File: src/rtl/ifmap_spad_ctrl.sv
// Input-feature-map scratchpad sequencer: fills a circular scratchpad from the
// ifmap stream and walks sliding windows (length K, stride S) out to the MAC.
module ifmap_spad_ctrl #(
   parameter int IFMAP_SPAD_ROW = 12,
   parameter int ADDR_W         = 4,
   parameter int CNT_W          = 8
) (
   input  logic              clk,
   input  logic              rst,
   input  logic              start,
   input  logic [ADDR_W-1:0] filt_len,
   input  logic [ADDR_W-1:0] stride,
   input  logic [CNT_W-1:0]  n_windows,
   input  logic              in_valid,
   output logic              in_ready,
   output logic              spad_wen,
   output logic [ADDR_W-1:0] spad_waddr,
   output logic [ADDR_W-1:0] spad_raddr,
   output logic              out_valid,
   input  logic              out_ready,
   output logic              out_last,
   output logic              busy,
   output logic              done
);

   typedef logic [ADDR_W-1:0] addr_t;
   // One bit wider than an address: holds occupancy 0..ROW and pointer sums.
   typedef logic [ADDR_W:0]   cnt_t;
   typedef logic [CNT_W-1:0]  win_t;
   typedef enum logic [1:0] {IDLE, RUN, DONE} state_t;

   localparam cnt_t  ROW_C  = cnt_t'(IFMAP_SPAD_ROW);
   localparam addr_t LAST_A = addr_t'(IFMAP_SPAD_ROW - 1);

   state_t state_q, state_d;
   addr_t  k_q, k_d, s_q, s_d;
   addr_t  wptr_q, wptr_d, base_q, base_d, offset_q, offset_d;
   cnt_t   count_q, count_d;
   win_t   win_cnt_q, win_cnt_d, n_q, n_d;

   addr_t  k_clamp, s_clamp;
   cnt_t   rsum, bsum;
   logic   run, wr, rd;

   always_comb begin
      // NOTE: every signal gets a default before any branch so no latch is inferred.
      k_clamp = filt_len;
      if (filt_len == '0)
         k_clamp = addr_t'(1);
      else if ({1'b0, filt_len} > ROW_C)
         k_clamp = addr_t'(IFMAP_SPAD_ROW);
      s_clamp = stride;
      if (stride == '0)
         s_clamp = addr_t'(1);
      else if (stride > k_clamp)
         s_clamp = k_clamp;

      run        = (state_q == RUN);
      in_ready   = run && (count_q < ROW_C);
      out_valid  = run && (count_q >= {1'b0, k_q});
      out_last   = out_valid && (offset_q == k_q - addr_t'(1));
      spad_wen   = in_valid && in_ready;
      wr         = spad_wen;
      rd         = out_valid && out_ready;
      busy       = (state_q != IDLE);
      done       = (state_q == DONE);
      spad_waddr = wptr_q;

      rsum       = {1'b0, base_q} + {1'b0, offset_q};
      spad_raddr = (rsum >= ROW_C) ? addr_t'(rsum - ROW_C) : addr_t'(rsum);
      bsum       = {1'b0, base_q} + {1'b0, s_q};

      state_d   = state_q;
      k_d       = k_q;
      s_d       = s_q;
      n_d       = n_q;
      wptr_d    = wptr_q;
      base_d    = base_q;
      offset_d  = offset_q;
      count_d   = count_q;
      win_cnt_d = win_cnt_q;

      case (state_q)
         IDLE: begin
            if (start) begin
               k_d       = k_clamp;
               s_d       = s_clamp;
               n_d       = n_windows;
               wptr_d    = '0;
               base_d    = '0;
               offset_d  = '0;
               count_d   = '0;
               win_cnt_d = '0;
               state_d   = (n_windows == '0) ? DONE : RUN;
            end
         end
         RUN: begin
            if (wr)
               wptr_d = (wptr_q == LAST_A) ? '0 : wptr_q + addr_t'(1);
            if (rd) begin
               if (out_last) begin
                  offset_d  = '0;
                  base_d    = (bsum >= ROW_C) ? addr_t'(bsum - ROW_C) : addr_t'(bsum);
                  win_cnt_d = win_cnt_q + win_t'(1);
                  if (win_cnt_d == n_q)
                     state_d = DONE;
               end else begin
                  offset_d = offset_q + addr_t'(1);
               end
            end
            // Occupancy only shrinks on a window boundary, so the live window is never overwritten.
            count_d = count_q + cnt_t'(wr) - ((rd && out_last) ? {1'b0, s_q} : '0);
         end
         DONE:    state_d = IDLE;
         default: state_d = IDLE;
      endcase
   end

   // NOTE: sequential state uses non-blocking assignments so all flops update together.
   always_ff @(posedge clk or posedge rst) begin
      if (rst) begin
         state_q   <= IDLE;
         k_q       <= '0;
         s_q       <= '0;
         n_q       <= '0;
         wptr_q    <= '0;
         base_q    <= '0;
         offset_q  <= '0;
         count_q   <= '0;
         win_cnt_q <= '0;
      end else begin
         state_q   <= state_d;
         k_q       <= k_d;
         s_q       <= s_d;
         n_q       <= n_d;
         wptr_q    <= wptr_d;
         base_q    <= base_d;
         offset_q  <= offset_d;
         count_q   <= count_d;
         win_cnt_q <= win_cnt_d;
      end
   end

endmodule

File: config.mk
export PLATFORM = sky130hd
export DESIGN_NAME = ifmap_spad_ctrl
export DESIGN_NICKNAME = d
export VERILOG_FILES = /design/src/rtl/ifmap_spad_ctrl.sv
export SDC_FILE = /design/constraint.sdc
export NUM_CORES = 1
export LEC_CHECK = 0
export BUFFER_PORTS_ARGS = -buffer_cell sky130_fd_sc_hd__buf_2
export CORE_UTILIZATION = 60
export DETAILED_ROUTE_END_ITERATION = 6
export PLACE_DENSITY = 0.82
export REMOVE_ABC_BUFFERS = 1
export SLEW_MARGIN = 0
export SYNTH_ARGS = -nofsm -noshare
export SYNTH_HDL_FRONTEND = slang
export SYNTH_SLANG_ARGS = --single-unit
File: constraint.sdc
create_clock -name clk -period 8.09 [get_ports clk]
set_input_delay 2.427 -clock clk [delete_from_list [all_inputs] [get_ports clk]]
set_output_delay 2.427 -clock clk [all_outputs]
set_load 0.1 [all_outputs]
==> metrics.yaml <==
cts:
  insertion_delay_ps: 300
  clock_buffer_count_from_cts: 5
  cts.hold.buffers_added: 0
  cts_repair_resize_count: 0
  clockRootBuffer: "sky130_fd_sc_hd__clkbuf_8"
  tritoncts_clock_tree: "yes"
  cts_setup_buffers: 0
  numClockSinks: 43
  max-clock-path-buffers: 2
  clock_tree.htree_level_count: 2
  clk_transition_reported_paths_ps: 90
finish:
  area_growth_pct: 12.08
  mostFrequentLayoutCells: "sky130_fd_sc_hd__nand2_1 (56), sky130_fd_sc_hd__dfrtp_1 (43), sky130_fd_sc_hd__buf_2 (34)"
  final_net_count: 419
  final_common_cell: "sky130_fd_sc_hd__nand2_1"
  final_layout_size_suffix_gt1_frac: 0.1421
  num-fill-cells: 370
  antenna-diode-count: 0
  stdcell_count: 433
place:
  dp_hpwl_mm: 4.794
  routabilityCongestion: 0.7963
  port_buffers: 34
  dpl.cell_count: 425
synthesis:
  syn_area_per_cell_um2: 8.924
  synth_fa_ha_area_frac: 0.1465
  synth_compound_gate_area_share: 0.1373
  synth_top_area_share: 0.3621
  postSynthRegisterBits: 43
  synthTopCellsByArea: "sky130_fd_sc_hd__dfrtp_1 (36%), sky130_fd_sc_hd__ha_1 (13%), sky130_fd_sc_hd__nand2_1 (7.1%)"
  yosysWarnings: 0
  synthesis.area_um2: 2972
  netlist_instances: 333
  post-synth-top-area-cell: "sky130_fd_sc_hd__dfrtp_1"
  synth_edf_count: 0
  ys_seq_area_frac: 0.3621
  synth.mux.area_fraction: 0.01811
  synthFlopType: "sky130_fd_sc_hd__dfrtp_1"
  synth-simple-area-share: 0.2059
  synth_top_family_by_area: "simple AND/OR/NAND/NOR gates"
  share_of_flip_flops_with_an_asynchronous_set_or_reset_after_synthesis: 1.000
  synth.lib_cells_used.distinct: 43
  synthXorXnorAreaFrac: 0.08253
worst_setup_path:
  worstSetupStartpointType: "input pin"
  cp_endpoint_kind: "output port"
  critical_path.n_buffers_inverters: 3
  setup.worst_path.class: "in2out"
  critPathTopFamily: "buffers and inverters"
  critical_path.slowest_cell: "sky130_fd_sc_hd__buf_2"
  path_cells: "buf_2 -> nand2_1 -> inv_1 -> buf_2"
  cp_common_cell: "sky130_fd_sc_hd__buf_2"
  critPathMaxStageDelay_ps: 430
  critical_path_peak_fanout: 4
  crit_required_ps: 5660
  critical_path_arrival_ps: 3150
min_path:
  min-delay-path-class: "reg2reg"
sta:
  min_period_ps: 5572
  timing.slew.headroom: 0.5723
  rsz0062_at_grt: "no"
  fmax_mhz: 179.5
  report.final.setup_viol: 0
  timing.final.crit_share: 0.6888
  final_max_slew_viol_count: 0
  report.final.hold_viol_count: 0
  setup_tns_ps: 0
  final.setup_skew_ps: 6.268
  tightestPinTransition_ps: 633.3
drt:
  drt-vias-per-instance: 5.744
  post_drt_wl_per_cell_um: 15.07
  postRouteAntennaNets: 0
  drt_wl_total_mm: 6.525
  via_count: 2487
  count_of_tritonroute_iterations_in_the_first_routing_pass: 4
  route.detailed.drc: 0
  drt_iter0_markers: 194
global_route:
  grt_max_degree: 44
  antenna_found_initial: 0
  grt_pass1_vias: 2317
  grt.overflow.total: 0
  grt_pass1_wl_mm: 10.92
  groute.usage.overall: 0.2711
floorplanning:
  top_level_ports: 35
  placementRows: 25
  dieArea_um2: 5238
  die_y_um: 72.38
  die_width_um: 72.38
  design.core.area_um2: 4755
  initial_cell_density_of_the_core: 0.6250
flow_run:
  drv_cap: 0
run_status:
  run_status: "completed"
## cell usage after synthesis, drive strengths merged (2+ instances only)
| cell | number |
|---|---|
| nand3b | 2 |
| xnor2 | 21 |
| a21oi | 9 |
| o31ai | 7 |
| nor3b | 7 |
| mux2 | 3 |
| nor2b | 8 |
| fa | 3 |
| or4 | 3 |
| and2 | 4 |
| a22o | 2 |
| a211oi | 4 |
| nand3 | 17 |
| xor2 | 7 |
| nand2 | 56 |
| a221o | 2 |
| a21o | 6 |
| inv | 24 |
| o21ai | 23 |
| o41ai | 2 |
| mux2i | 2 |
| a31oi | 4 |
| dfrtp | 43 |
| nand2b | 2 |
| nor2 | 15 |
| ha | 30 |
| nor3 | 5 |
| buf | 3 |
| clkbuf | 8 |
## final cells by class
type	count	area (um2)	share of cell area
Sequential cell	43	1076	0.3231
Clock buffer	5	68.82	0.02066
Multi-Input combinational cell	255	1759	0.5282
Timing Repair Buffer	36	185.2	0.05560
Tap cell	67	83.83	0.02517
Clock inverter	3	67.56	0.02029
Inverter	24	90.09	0.02705
## routing by layer
| metal | up-vias | part of all wire | routed length, um | global-route usage |
|---|---|---|---|---|
| li1 | 1211 | - | - | - |
| met1 | 1204 | 0.49 | 3194 | 0.3821 |
| met2 | 61 | 0.47 | 3045 | 0.4341 |
| met3 | 11 | 0.029 | 189 | 0.03889 |
| met4 | 0 | 0.015 | 96 | 0.08061 |
| met5 | - | 0 | 0 | 0 |
## per-stage QoR
step	worst slack, ps	hold WS (ps)	utilization	area, um2
floorplan	1491	465.2	-	2920
global placement	2541	480.5	0.6718	3194
detailed placement	2524	486.6	0.6718	3194
CTS	2525	508.1	0.7005	3331
global route	2445	542.8	0.7005	3331
finish	2518	501.8	0.7005	3331
## cell families after synthesis
logic type                 after synthesis
adders and majority gates               33
AOI/OAI and AO/OA                       64
buffers and inverters                   35
xor gates and xnor gates                28
DFF                                     43
and+or+nand+nor                        125
muxes                                    5
## worst paths after layout
path | depth (start not counted) | to | from | slack (ps)
max | 4 | spad_wen | in_valid | 2520
min | 2 | n_q[4] | n_q[4] | 500
max reg2reg | 17 | count_q[4] | k_q[0] | 3920
min reg2reg | 2 | n_q[4] | n_q[4] | 500
max in group asynchronous | 3 | offset_q[0] | rst | 5460
min in group asynchronous | 3 | s_q[3] | rst | 2240
## worst register-to-register path, stage by stage, from the launching register on
cell and delay (ps):
sky130_fd_sc_hd__dfrtp_1 430, sky130_fd_sc_hd__inv_1 80, sky130_fd_sc_hd__ha_1 320, sky130_fd_sc_hd__xnor2_1 130
sky130_fd_sc_hd__or4_1 610, sky130_fd_sc_hd__and3b_1 680, sky130_fd_sc_hd__and2_1 230, sky130_fd_sc_hd__ha_1 230
sky130_fd_sc_hd__inv_1 60, sky130_fd_sc_hd__ha_1 160, sky130_fd_sc_hd__inv_1 60, sky130_fd_sc_hd__fa_1 410
sky130_fd_sc_hd__inv_1 70, sky130_fd_sc_hd__a21o_1 100, sky130_fd_sc_hd__a21oi_1 70, sky130_fd_sc_hd__xnor2_1 150
sky130_fd_sc_hd__o211ai_1 170, sky130_fd_sc_hd__o31ai_1 90
## sequential cells by signal (all words and copies together), names as in the netlist
name	flops
n_q	8
win_cnt_q	8
s_q	4
base_q	4
state_q	2
offset_q	4
k_q	4
count_q	5
spad_waddr	4
Power is not shown: default switching activity piles up to over one toggle a cycle in this logic, so the estimate is an artifact.
